**src/rtl/uart_tx_byte_if.sv**
```systemverilog
// Byte-level handshake between an ASCII sender (master) and the UART transmitter (slave).
interface uart_tx_byte_if;
    logic       start;
    logic [7:0] tx_data;
    logic       tx;
    logic       tx_busy;
    logic       tx_done;

    modport master (
        output start,
        output tx_data,
        input  tx,
        input  tx_busy,
        input  tx_done
    );

    modport slave (
        input  start,
        input  tx_data,
        output tx,
        output tx_busy,
        output tx_done
    );
endinterface

```
**src/rtl/uart_tx_byte.sv**
```systemverilog
// 8-N-1 UART transmitter with internal baud divider; one byte per accepted start pulse.
// Define UART_TX_PARITY_EN to insert an even-parity bit between DATA and STOP (8-E-1).
//
//   state    | meaning
//   ---------+-----------------------------------------------
//   S_IDLE   | line high, waiting for start
//   S_START  | start bit (tx=0) for DIV cycles
//   S_DATA   | 8 data bits, LSB first, DIV cycles each
//   S_PARITY | even parity of latched byte (parity build only)
//   S_STOP   | stop bit (tx=1); tx_done pulses on its last edge
module uart_tx_byte #(
    parameter int CLK_FREQ  = 100_000_000,
    parameter int BAUD_RATE = 9_600
) (
    input  logic           clk,
    input  logic           rst,
    uart_tx_byte_if.slave  bus
);

    localparam int DIV   = CLK_FREQ / BAUD_RATE;
    localparam int CNT_W = (DIV > 2) ? $clog2(DIV) : 1;
    localparam logic [CNT_W-1:0] BAUD_LAST = CNT_W'(DIV - 1);
    localparam logic [CNT_W-1:0] BAUD_ONE  = CNT_W'(1);

`ifdef UART_TX_PARITY_EN
    typedef enum logic [2:0] {
        S_IDLE   = 3'd0,
        S_START  = 3'd1,
        S_DATA   = 3'd2,
        S_PARITY = 3'd3,
        S_STOP   = 3'd4
    } state_t;
`else
    typedef enum logic [2:0] {
        S_IDLE   = 3'd0,
        S_START  = 3'd1,
        S_DATA   = 3'd2,
        S_STOP   = 3'd4
    } state_t;
`endif

    state_t           state_q, state_d;
    logic [CNT_W-1:0] baud_q,  baud_d;
    logic [2:0]       bit_q,   bit_d;
    logic [7:0]       data_q,  data_d;
    logic             tx_q,    tx_d;
    logic             busy_q,  busy_d;
    logic             done_q,  done_d;
    logic             baud_last;

    assign baud_last = (baud_q == BAUD_LAST);

    always_comb begin
        state_d = state_q;
        baud_d  = baud_q;
        bit_d   = bit_q;
        data_d  = data_q;
        tx_d    = tx_q;
        busy_d  = busy_q;
        done_d  = 1'b0;

        unique case (state_q)
            S_IDLE: begin
                if (bus.start) begin
                    data_d  = bus.tx_data;
                    tx_d    = 1'b0;
                    busy_d  = 1'b1;
                    baud_d  = '0;
                    bit_d   = '0;
                    state_d = S_START;
                end
            end

            S_START: begin
                if (baud_last) begin
                    baud_d  = '0;
                    bit_d   = '0;
                    tx_d    = data_q[0];
                    state_d = S_DATA;
                end else begin
                    baud_d = baud_q + BAUD_ONE;
                end
            end

            S_DATA: begin
                if (baud_last) begin
                    baud_d = '0;
                    if (bit_q == 3'd7) begin
`ifdef UART_TX_PARITY_EN
                        tx_d    = ^data_q;
                        state_d = S_PARITY;
`else
                        tx_d    = 1'b1;
                        state_d = S_STOP;
`endif
                    end else begin
                        bit_d = bit_q + 3'd1;
                        tx_d  = data_q[bit_q + 3'd1];
                    end
                end else begin
                    baud_d = baud_q + BAUD_ONE;
                end
            end

`ifdef UART_TX_PARITY_EN
            S_PARITY: begin
                if (baud_last) begin
                    baud_d  = '0;
                    tx_d    = 1'b1;
                    state_d = S_STOP;
                end else begin
                    baud_d = baud_q + BAUD_ONE;
                end
            end
`endif

            S_STOP: begin
                // busy drops on the same edge as done so the sender can re-arm a cycle later
                if (baud_last) begin
                    baud_d  = '0;
                    busy_d  = 1'b0;
                    done_d  = 1'b1;
                    state_d = S_IDLE;
                end else begin
                    baud_d = baud_q + BAUD_ONE;
                end
            end

            default: begin
                tx_d    = 1'b1;
                busy_d  = 1'b0;
                baud_d  = '0;
                bit_d   = '0;
                state_d = S_IDLE;
            end
        endcase
    end

    always_ff @(posedge clk) begin
        if (rst) begin
            state_q <= S_IDLE;
            baud_q  <= '0;
            bit_q   <= '0;
            data_q  <= '0;
            tx_q    <= 1'b1;
            busy_q  <= 1'b0;
            done_q  <= 1'b0;
        end else begin
            state_q <= state_d;
            baud_q  <= baud_d;
            bit_q   <= bit_d;
            data_q  <= data_d;
            tx_q    <= tx_d;
            busy_q  <= busy_d;
            done_q  <= done_d;
        end
    end

    assign bus.tx      = tx_q;
    assign bus.tx_busy = busy_q;
    assign bus.tx_done = done_q;

endmodule

```
**src/flat_wrapper.sv**
```systemverilog
// flat-port wrapper written by rule: the top's interface ports become plain ports
module uart_tx_byte_flat 
#(
    parameter int CLK_FREQ  = 100_000_000,
    parameter int BAUD_RATE = 9_600
)
  (clk, rst, bus_start, bus_tx_data, bus_tx, bus_tx_busy, bus_tx_done);
  uart_tx_byte_if bus_i ();
  input  logic clk;
  input  logic rst;
  input wire logic [$bits(bus_i.start)-1:0] bus_start;
  input wire logic [$bits(bus_i.tx_data)-1:0] bus_tx_data;
  output wire logic [$bits(bus_i.tx)-1:0] bus_tx;
  output wire logic [$bits(bus_i.tx_busy)-1:0] bus_tx_busy;
  output wire logic [$bits(bus_i.tx_done)-1:0] bus_tx_done;
  assign bus_i.start = bus_start;
  assign bus_i.tx_data = bus_tx_data;
  assign bus_tx = bus_i.tx;
  assign bus_tx_busy = bus_i.tx_busy;
  assign bus_tx_done = bus_i.tx_done;
  uart_tx_byte #(.CLK_FREQ(CLK_FREQ), .BAUD_RATE(BAUD_RATE)) u_core (.clk(clk), .rst(rst), .bus(bus_i));
endmodule
```
**config.mk**
```make
export PLATFORM = sky130hd
export DESIGN_NAME = uart_tx_byte_flat
export DESIGN_NICKNAME = d
export VERILOG_FILES = /design/src/rtl/uart_tx_byte_if.sv /design/src/rtl/uart_tx_byte.sv /design/src/flat_wrapper.sv
export SDC_FILE = /design/constraint.sdc
export NUM_CORES = 1
export LEC_CHECK = 0
export CELL_PAD_IN_SITES_DETAIL_PLACEMENT = 1
export CELL_PAD_IN_SITES_GLOBAL_PLACEMENT = 1
export CORE_MARGIN = 2
export CORE_UTILIZATION = 43
export CTS_CLUSTER_SIZE = 28
export DETAILED_ROUTE_END_ITERATION = 16
export PLACE_DENSITY_LB_ADDON = 0.05
export SLEW_MARGIN = 10
export SYNTH_ARGS = -nofsm -noshare
export SYNTH_HDL_FRONTEND = slang
export SYNTH_SLANG_ARGS = --single-unit
```
**constraint.sdc**
```tcl
create_clock -name clk -period 1.9 [get_ports clk]
set_input_delay 0.475 -clock clk [delete_from_list [all_inputs] [get_ports clk]]
set_output_delay 0.475 -clock clk [all_outputs]
set_load 0.005 [all_outputs]
```
Word level (Yosys, flattened, before mapping)
Cells that the tools add are included.
{ "classes": {"n_addsub": 2, "magnitude_cmp": 1, "n_eq_ne": 11, "mux": 24, "n_bitwise": 2, "n_reduce_logical": 9} }
{ "op_table": {"columns": ["operator", "count"], "rows": [
  ["two-way mux 14 bit", 2],
  ["one-hot mux 14 bit (2 select lines)", 1],
  ["two-way mux 3 bit", 8],
  ["one-hot mux 3 bit (4 select lines)", 2],
  ["adder 14 x 1 -> 14 bit (second input constant)", 1],
  ["equality test 14 bit (second input constant)", 1],
  ["AND reduction 5 bit", 2],
  ["two-way mux 1 bit", 8],
  ["!= test 2 x 1 -> 1 bit (second input constant)", 4],
  ["equality test 3 bit (second input constant)", 2],
  ["< comparator 3 x 4 -> 1 bit (second input constant)", 1],
  ["!= test 2 bit (second input constant)", 2],
  ["one-hot mux 1 bit (4 select lines)", 1],
  ["AND reduction 4 bit", 1],
  ["OR reduction 2 bit", 2],
  ["adder 3 x 1 -> 3 bit (second input constant)", 1],
  ["binary-select mux 1 bit (select 3 bit)", 1],
  ["equality test 3 x 1 -> 1 bit (second input constant)", 1],
  ["equality test 3 x 2 -> 1 bit (second input constant)", 1],
  ["zero test 3 bit", 1],
  ["one-hot mux 1 bit (3 select lines)", 1],
  ["AND reduction 3 bit", 1],
  ["OR reduction 3 bit", 1],
  ["NOT 1 bit", 2],
  ["AND reduction 2 bit", 1]
]} }
{ "word_totals": {"regBits": 31, "input_bits": 11, "output_inout_bits": 3, "word_cells": 56} }

Longest topological paths before layout
{ "depth": {"ltp_word": 6, "depth_mapped": 6, "mapped_depth_nobuf": 6} }

Least setup slack after synthesis
OpenSTA, ideal clock, no wires.
{ "synth_path": {"path_kind": "reg-to-reg", "from": "reg u_core.bit_q[0]", "to": "reg u_core.tx_q (netlist: u_core.bus.tx)", "setup_ns": 0.079, "arrival_ns": 1.583, "slack_ns": 0.238, "stages_incl_launch_ff": 6, "path_buffers": 0, "cell_sequence": "dfxtp_1 > ha_1 > ha_1 > or3_1 > a41o_1 > a22oi_1"} }
{ "synth_between": {"elab_chain_cells": 6} }
{ "synth_lines": {"columns": ["element", "line_no", "rtl"], "rows": [
  ["from (decl)", "uart_tx_byte.sv:44", "logic [2:0] bit_q, bit_d;"],
  ["from (signal assigned)", "uart_tx_byte.sv:151", "bit_q <= bit_d;"],
  ["adder 3 x 1 -> 3 bit", "uart_tx_byte.sv:98", "tx_d = data_q[bit_q + 3'd1];"],
  ["binary-select mux 1 bit (select 3 bit)", "uart_tx_byte.sv:98", null],
  ["two-way mux 1 bit (not written as such)", "uart_tx_byte.sv:98", null],
  ["two-way mux 1 bit (*)", "uart_tx_byte.sv:88", "if (bit_q == 3'd7) begin"],
  ["two-way mux 1 bit (*)", "uart_tx_byte.sv:86", "if (baud_last) begin"],
  ["one-hot mux 1 bit (4 select lines) (*)", "uart_tx_byte.sv:62", "unique case (state_q)"],
  ["to (signal assigned)", "uart_tx_byte.sv:153", "tx_q <= tx_d;"],
  ["to (decl)", "uart_tx_byte.sv:46", "logic tx_q, tx_d;"]
]} }
Mark *: on every way between the ends. The rest lies on a longest branch, timed or not. The select of a mux whose other input is x is not followed.
A chain may end at the register's enable or synchronous reset.

Worst setup path in the final report
{ "layout_path": {"from": "reg u_core.baud_q[1]", "to": "reg u_core.tx_q (netlist: u_core.bus.tx)"} }
{ "layout_between": {"elab_chain_cells": 3} }
{ "layout_lines": {"columns": ["element", "line_no", "rtl"], "rows": [
  ["from (decl)", "uart_tx_byte.sv:43", "logic [CNT_W-1:0] baud_q, baud_d;"],
  ["from (signal assigned)", "uart_tx_byte.sv:150", "baud_q <= baud_d;"],
  ["equality test 14 bit (*)", "uart_tx_byte.sv:51", "assign baud_last = (baud_q == BAUD_LAST);"],
  ["!= test 2 x 1 -> 1 bit (no source line)", null, null],
  ["AND reduction 4 bit (no source line) (*)", null, null]
]} }
Mark *: on every way between the ends. The rest lies on a longest branch, timed or not.

==> flow_summary_export.csv <==
group,metric,value,unit
routing,wl_per_cell,16.3,um
die,dieArea,0.00435,mm2
synth,synth_largest_area_cell,"dfxtp_1",
sta,setup_violations,0,
cts,cts_buffers,5,
cts,clk_path_buf_depth,2,
cts,cts-root-buf,"clkbuf_8",
synth,synthAdderAreaFrac,0.0227,
global_route,grt-ovfl-total,0,
routing,drt_iter0_drc,76,
critical_path,crit_path_start_kind,"flop",
die,row_count,22,
critical_path,ff2ff_setup_slack,100,ps
die,core_area,0.00369,mm2
cts,clock_latency,280,ps
critical_path,end_kind,"flop",
synth,synth_cell_types,49,
global_route,grt_pass1_wl,7.22,mm
critical_path,path_class,"reg2reg",
synth,ys_seq_area_frac,0.376,
routing,vias,1490,
global_route,antenna_found_initial,0,
die,dieWidth,66.0,um
synth,synth_top_family_by_area,"simple AND/OR/NAND/NOR gates",
synth,avgSynthCellArea,8.65,um2
global_route,grt_use_total,0.220,
sta,rsz0062_at_grt,"no",
layout,post_route_cells_drive_above_1_share,0.157,
synth,synth_area,0.00165,mm2
cts,cts_tree,"built",
synth,netlist.area_leader.share,0.376,
synth,syn_nets,205,
synth,yosysMostFrequentCell,"dfxtp_1",
cts,ctsHoldBuffers,0,
synth,synth_common_cells,"dfxtp_1 (31), nand2_1 (22), a21oi_1 (19), nor2_1 (13)",
place,io_buffers,13,
layout,final_cells,265,
critical_path,cp_max_fo,13,
synth,ys.flop_type,"dfxtp_1",
synth,synth-seq-cells,31,
power_and_ir_drop,leakagePower,0.000757,uW
critical_path,required,2060,ps
cts,clk_pin_slew_worst_paths,70,ps
sta,fin_crit_sh,0.945,
sta,maxSlewHeadroom,0.628,
run,max_cap_viol_count,0,
synth,synth-xor-area-share,0.0583,
sta,setup-tns-final,0,ps
power_and_ir_drop,ir_drop,393,uV
die,io-pin-count,14,
routing,vias_per_cell,5.62,
die,start_util,0.448,
synth,synth_compound_area_frac,0.195,
layout,num_antenna_cells,0,
layout,fin_area,0.00204,mm2
worst_hold_path,min_path_type,"reg2reg",
sta,worst_pin_slew,557,ps
place,dpl_worst_slack,-228,ps
routing,drt-pass1-iter-count,4,
routing,ant_nets,0,
sta,drv_slew,0,
cts,cts_sinks,31,
synth,synthSimpleGateAreaFrac,0.270,
global_route,grt_pass1_vias,1512,
critical_path,arrival,1950,ps
layout,n_fill_cell,452,
cts,htreeDepth,2,
place,dp.cells,257,
place,placed_area,0.00191,mm2
sta,max_freq,557,MHz
sta,finClkSkew,4.44,ps
sta,layout_setup_ws,105,ps
die,die_y,66.0,um
sta,post-route-min-period,1800,ps
outcome,status,"complete, no violations",
routing,drcViolationCount,0,
power_and_ir_drop,p_per_area,738,mW/mm2
global_route,grt_max_degree,17,
synth,synth_mux_area_frac,0.0326,
layout,syn2layout_area_growth,23.3,%
place,place_congestion,0.802,
sta,hold_viol,0,
layout,finalNetCount,230,
place,place_hpwl,3.13,mm
synth,synth-warning-count,0,
routing,drt_wl_total,4.31,mm
synth,netlist_instances,191,
power_and_ir_drop,finalPower,1500,uW
synth,synth.top_cells.by_area,"dfxtp_1 (38%), a21oi_1 (5.8%), nand2_1 (5.0%)",
synth,postSynth.asyncResetShare,0,
synth,synth_edf_count,0,
per-stage QoR:
step	utilization	hold slack, ps
2_1_floorplan	-	433
3_3_place_gp	0.517	441
3_5_place_dp	0.517	451
4_1_cts	0.549	461
5_1_grt	0.552	495
6_report	0.552	462
layout make-up:
type / instances / area (um2) / share of cell area
Clock buffer: 6 / 82.6 / 0.0406
Sequential cell: 31 / 622 / 0.305
Clock inverter: 2 / 35.0 / 0.0172
Multi-Input combinational cell: 144 / 961 / 0.472
Tap cell: 48 / 60.1 / 0.0295
Timing Repair Buffer: 30 / 260 / 0.128
Inverter: 4 / 15.0 / 0.00738
final timing paths:
| check | start | end | cells after the start |
|---|---|---|---|
| max | u_core.baud_q[1] | u_core.bus.tx | 5 |
| min | u_core.data_q[7] | u_core.data_q[7] | 2 |
| max reg2reg | u_core.baud_q[1] | u_core.bus.tx | 5 |
| min reg2reg | u_core.data_q[7] | u_core.data_q[7] | 2 |
power breakdown:
part | total (uW) | internal, uW | switching, uW
Combinational | 141 | 73.4 | 67.9
Clock | 677 | 424 | 252
Sequential | 685 | 669 | 16.3
state kept, by name (all words and copies together), names as in the netlist:
name	flops
u_core.data_q	8
u_core.state_q	3
u_core.bus.tx_done	1
u_core.baud_q	14
u_core.bus.tx	1
u_core.bus.tx_busy	1
u_core.bit_q	3
logic make-up (layout without fill, tap and decap cells):
| group | Yosys count | in the layout |
|---|---|---|
| mux | 4 | 4 |
| fa+ha+maj | 3 | 3 |
| simple gates | 78 | 78 |
| compound gates | 48 | 48 |
| flops | 31 | 31 |
| buf+inv | 16 | 42 |
| xor+xnor | 11 | 11 |
routing by layer:
layer / share of wire / track usage
met1: 0.48 / 0.287
met2: 0.48 / 0.364
met3: 0.027 / 0.0409
met4: 0.014 / 0.0740
met5: 0 / 0
critical path, stage by stage, from the launching register on:
cell and delay (ps):
dfxtp_1 390, ha_1 200, and4_4 280, nand4_4 220
a2111oi_0 430, a22oi_1 140
cells in the final DEF (no fill, tap or decap), drive strengths merged, types with 2 or more instances in the layout:
cell	instances
dfxtp	31
nand2	22
a21oi	19
buf	17
nor2	13
clkdlybuf4s50	12
xor2	6
clkbuf	6
nand4	6
or3	5
xnor2	5
nand2b	4
nor2b	4
inv	4
o2bb2ai	4
o21ai	4
nand3	4
nor3	4
and2	3
o211ai	3
a22oi	3
a31oi	3
ha	3
a211oi	3
and4	3
and3b	2
and3	2
nand4b	2
mux2i	2
repair_timing:
item                       4_1_cts  5_1_grt
setup endpoints to repair        0        3
buffers inserted                 0        0
gates resized for setup          0        3
Note: power is estimated with default switching activity, not from simulation.
